### src/rtl/alu_exec_ctrl.sv
// alu_exec_ctrl: single-command sequencer in front of a 4-bit combinational ALU.
// It accepts one command over valid/ready and keeps four 4-bit working registers.
// For an ALU command it registers the operands and the ALU control, then writes the
// ALU result back. An immediate load bypasses the ALU. The result is held until the
// downstream handshake completes.
module alu_exec_ctrl (
    input  logic       clk,
    input  logic       rst_n,
    input  logic       cmd_valid,
    output logic       cmd_ready,
    input  logic       cmd_load,
    input  logic [2:0] cmd_op,
    input  logic [1:0] cmd_rd,
    input  logic [1:0] cmd_rs1,
    input  logic [1:0] cmd_rs2,
    input  logic [3:0] cmd_imm,
    output logic [3:0] alu_a,
    output logic [3:0] alu_b,
    output logic [2:0] alu_ctrl,
    input  logic [3:0] alu_result,
    output logic       res_valid,
    input  logic       res_ready,
    output logic [3:0] res_data,
    output logic [1:0] res_rd,
    output logic       res_zero
);

    typedef enum logic [1:0] {
        IDLE = 2'd0,
        EXEC = 2'd1,
        RESP = 2'd2
    } state_t;

    state_t     state;
    state_t     state_nxt;
    logic [3:0] regs [4];
    logic [1:0] exec_rd_p0;
    logic       accept;

    assign accept   = cmd_valid && cmd_ready;
    assign res_zero = (res_data == 4'd0);

    // State register; reset aborts any command in flight.
    always_ff @(posedge clk) begin
        if (!rst_n) begin
            state <= IDLE;
        end else begin
            state <= state_nxt;
        end
    end

    // Next-state and handshake outputs decoded from the current state.
    always_comb begin
        state_nxt = state;
        cmd_ready = 1'b0;
        res_valid = 1'b0;
        case (state)
            IDLE: begin
                cmd_ready = 1'b1;
                if (cmd_valid) begin
                    state_nxt = cmd_load ? RESP : EXEC;
                end
            end
            EXEC: begin
                state_nxt = RESP;
            end
            RESP: begin
                res_valid = 1'b1;
                if (res_ready) begin
                    state_nxt = IDLE;
                end
            end
            default: begin
                state_nxt = IDLE;
            end
        endcase
    end

    // Register file, ALU operand registers and result registers.
    // Operands are read at acceptance, before the writeback edge, so rd aliasing
    // rs1/rs2 sees the old value. ALU inputs are left holding after use.
    always_ff @(posedge clk) begin
        if (!rst_n) begin
            for (int i = 0; i < 4; i++) begin
                regs[i] <= 4'd0;
            end
            alu_a      <= 4'd0;
            alu_b      <= 4'd0;
            alu_ctrl   <= 3'd0;
            exec_rd_p0 <= 2'd0;
            res_data   <= 4'd0;
            res_rd     <= 2'd0;
        end else if (accept) begin
            if (cmd_load) begin
                regs[cmd_rd] <= cmd_imm;
                res_data     <= cmd_imm;
                res_rd       <= cmd_rd;
            end else begin
                alu_a      <= regs[cmd_rs1];
                alu_b      <= regs[cmd_rs2];
                alu_ctrl   <= cmd_op;
                exec_rd_p0 <= cmd_rd;
            end
        end else if (state == EXEC) begin
            regs[exec_rd_p0] <= alu_result;
            res_data         <= alu_result;
            res_rd           <= exec_rd_p0;
        end
    end

endmodule

### config.mk
export PLATFORM = sky130hd
export DESIGN_NAME = alu_exec_ctrl
export DESIGN_NICKNAME = d
export VERILOG_FILES = /design/src/rtl/alu_exec_ctrl.sv
export SDC_FILE = /design/constraint.sdc
export NUM_CORES = 1
export LEC_CHECK = 0
export ABC_CLOCK_PERIOD_IN_PS = 3400
export CORE_ASPECT_RATIO = 0.5
export CORE_UTILIZATION = 53
export DETAILED_ROUTE_END_ITERATION = 12
export GPL_TIMING_DRIVEN = 0
export HOLD_SLACK_MARGIN = 0.12
export PLACE_DENSITY = 0.91
export SYNTH_ARGS = -nofsm -noshare
export SYNTH_HDL_FRONTEND = slang
export SYNTH_SLANG_ARGS = --single-unit
export TNS_END_PERCENT = 10
### constraint.sdc
create_clock -name clk -period 3.4 [get_ports clk]
set_clock_uncertainty 0.1 [all_clocks]
set_input_delay 0.68 -clock clk [delete_from_list [all_inputs] [get_ports clk]]
set_output_delay 0.68 -clock clk [all_outputs]
set_load 0.1 [all_outputs]
==> impl_results.md <==
* Status: finished, final reports clean
* Cell taking the most area after synthesis: edfxtp_1
* Worst-path maximum fanout at 10
* Commonest non-fill, non-tap cell in the layout: clkdlybuf4s50_1
* Total CTS buffers at 5
* Share of cells above drive strength 1 at between 10% and 20%
* Pin count of the biggest net entering global routing at 12
* GR Overflow Total at 0
* Max-slew violation count at 0
* CTS sink cnt at 37
* Max_cap viols at 0
* Worst EP arrival at between 2 and 2.5 ns
* Int Power at around 760 uW
* Final wirelength at roughly 4000 microns
* Site row count at 14
* HPWL after DPL at 3110 microns
* Max Buffers Root-to-Sink at 2
* Setup TNS at 0 ns
* # setup viols final at 0
* Syn nets at around 190
* Final ANT Viol Nets at 0
* Hold-fix buffers, CTS at 0
* CP Capture Type: output pin
* Mapped Area at about 0.0019 sq mm
* Area growth syn-to-layout at 30.5%
* First-pass GRT wire length at ~6700 microns
* RSZ-0062 raised after global routing: false
* CTS tree: yes
* Layout Nets at 234
* Power per cell area at approximately 470 mW/mm^2
* Global Route Usage Sum at 24.1%
* IO Port Bufs at a little over 40
* HP Class: register to register
* Most frequent cells in the layout: clkdlybuf4s50_1 (41), nand2_1 (31), dfxtp_1 (21)
* Setup CP Type: register to output pin
* DIE AREA at around 0.0038 sq mm
* Gate power share at 27.2%
* Sequential share of the synthesized area at 48.6%
* Drt pass-1 iters at 4
* H-tree levels at 2
* Clock-pin slew on the worst setup and hold paths at about 0.07 ns
* Max VDD drop at slightly below 0.0003 V
* Die Wd at between 80 and 90 microns
* CTS Root Cell: clkbuf_8
* Worst skew pair latency at 0.28 ns
* Clock Power Share at a little over a quarter
* CP Launch Type: register
* Top cells by area, synth: edfxtp_1 (26%), dfxtp_1 (23%), mux4_2 (9.7%)
* Avg Vias per Cell at 5.68
* Psw at between 300 and 400 uW
* Net Sw Frac at approximately a third
* Fin crit share at between 90% and 100%
* Detail-routed net length per standard cell at ~16 microns
* DRC viols at 0
* Via count at 1,483
* Final min period at 3.18 ns
* Top cell type's share of synthesized area at around 26%
* Hold violation count in the final report at 0
* 1st-iter DRT viols at 64
* Max-slew headroom at roughly a third
* P_leak at 0.871 nW
* Initial antenna violation count at 0
* Synthesized area per cell at 11.3 sq um
* Post-CTS setup buffer count at 0
* Worst Path Required at about 2.6 ns
* Slew @ Worst Pin at roughly 0.98 ns
* Fmax achieved at ~310 MHz
* IO Pins at 42
* Initial Util at 58.5%
* Die height at 43.8 microns
* Yosys cell types at 36
* FF+latch count, synth at 37
* Core area at 0.00317 sq mm
* Yosys warns at 0
* GPL Wtd Cong at between 0.8 and 0.9
* Sequential power share at between 40% and 50%
* Number of global-route vias before repair at about 1,400
* ANT cells at 0
* Hold WS at about 0.36 ns
* PostCTS Resize Cnt at 0
* Post-Syn Instances at roughly 160
state kept, by name (all words and copies together), names as in the netlist:
signal      cells
state           2
alu_b           4
regs           16
exec_rd_p0      2
alu_a           4
res_data        4
alu_ctrl        3
res_rd          2
worst max-delay path, cell delays in order (launching register included):
cell and delay (ns):
dfxtp_1 0.47, buf_4 0.22, clkbuf_1 0.34, nor2_1 0.10, clkdlybuf4s50_1 0.98
metrics by stage:
stage                     utilization (%)  cells  instance area (sq um)  power, mW  setup WS [ns]
final                                76.4    261                   2420       1.13          0.218
after CTS                            76.4    261                   2420       1.13          0.226
after global routing                 76.4    261                   2420       1.17          0.109
after floorplan                         -    164                   1860      0.736         0.0968
after global placement               73.6    253                   2330      0.818          0.544
after detailed placement             73.6    253                   2330      0.825          0.485
metal layers:
layer / vias to the layer above / global-route usage [%] / routed length, microns
li1: 709 / - / -
met1: 708 / 32.2 / 1890
met2: 64 / 41.4 / 1870
met3: 2 / 5.71 / 312
met4: 0 / 4.33 / 11
met5: - / 0 / 0
worst paths after layout:
kind,startpoint,end,slack (ns),depth (start not counted)
worst max-delay path,state[1]$_SDFFE_PN0P_,cmd_ready,0.22,4
worst min-delay path,alu_ctrl[2]$_SDFFE_PN0P_,alu_ctrl[2]$_SDFFE_PN0P_,0.36,2
worst max register to register,state[0]$_SDFFE_PN0P_,regs[1][1]$_SDFFCE_PN0P_,1.31,5
worst min register to register,alu_ctrl[2]$_SDFFE_PN0P_,alu_ctrl[2]$_SDFFE_PN0P_,0.36,2
area by class of cell:
cell class              instances  area [sq um]
flip-flops and latches         37           901
multi-input cells             110           876
fillers                       212           748
repair buffers                 41           410
clock buffers                   8          90.1
plain buffers                  11          62.6
well taps                      48          60.1
inverters                       6          22.5
synthesized netlist by cell type:
| cell type | n |
|---|---|
| a21boi_0 | 11 |
| a21boi_1 | 2 |
| a21oi_1 | 5 |
| a32oi_1 | 4 |
| a32oi_2 | 1 |
| a41oi_2 | 1 |
| and2_1 | 2 |
| and3_1 | 1 |
| and3b_1 | 1 |
| and4bb_1 | 1 |
| buf_2 | 2 |
| buf_4 | 1 |
| buf_6 | 2 |
| clkbuf_1 | 6 |
| dfxtp_1 | 21 |
| edfxtp_1 | 16 |
| inv_1 | 6 |
| mux2_2 | 4 |
| mux2_4 | 1 |
| mux2i_1 | 1 |
| mux4_2 | 8 |
| nand2_1 | 31 |
| nand3_1 | 2 |
| nand4b_1 | 1 |
| nor2_1 | 7 |
| nor2b_1 | 2 |
| nor3_1 | 4 |
| nor3b_4 | 1 |
| nor4_1 | 1 |
| nor4b_4 | 1 |
| nor4bb_1 | 1 |
| o21a_1 | 1 |
| o21ai_0 | 2 |
| o21bai_1 | 6 |
| o311a_1 | 6 |
| or4b_4 | 1 |
cells by family (layout without fill, tap and decap cells):
| family | after synthesis | in the layout | share of synthesized area, % |
|---|---|---|---|
| flip-flops | 37 | 37 | 48.6 |
| AND/OR/NAND/NOR | 57 | 57 | 16.5 |
| AO/OA/AOI/OAI | 39 | 39 | 16.9 |
| multiplexers | 14 | 14 | 13.5 |
| buffers and inverters | 17 | 66 | 4.59 |
power groups by stage:
| stage | clock [mW] | combinational, mW | sequential, mW |
|---|---|---|---|
| after floorplan | 0 | 0.131 | 0.604 |
| after global placement | 0 | 0.300 | 0.517 |
| after detailed placement | 0 | 0.305 | 0.520 |
| after CTS | 0.313 | 0.306 | 0.511 |
| after global routing | 0.331 | 0.321 | 0.514 |
| final | 0.309 | 0.307 | 0.511 |
Note: power is estimated with default switching activity, not from simulation.
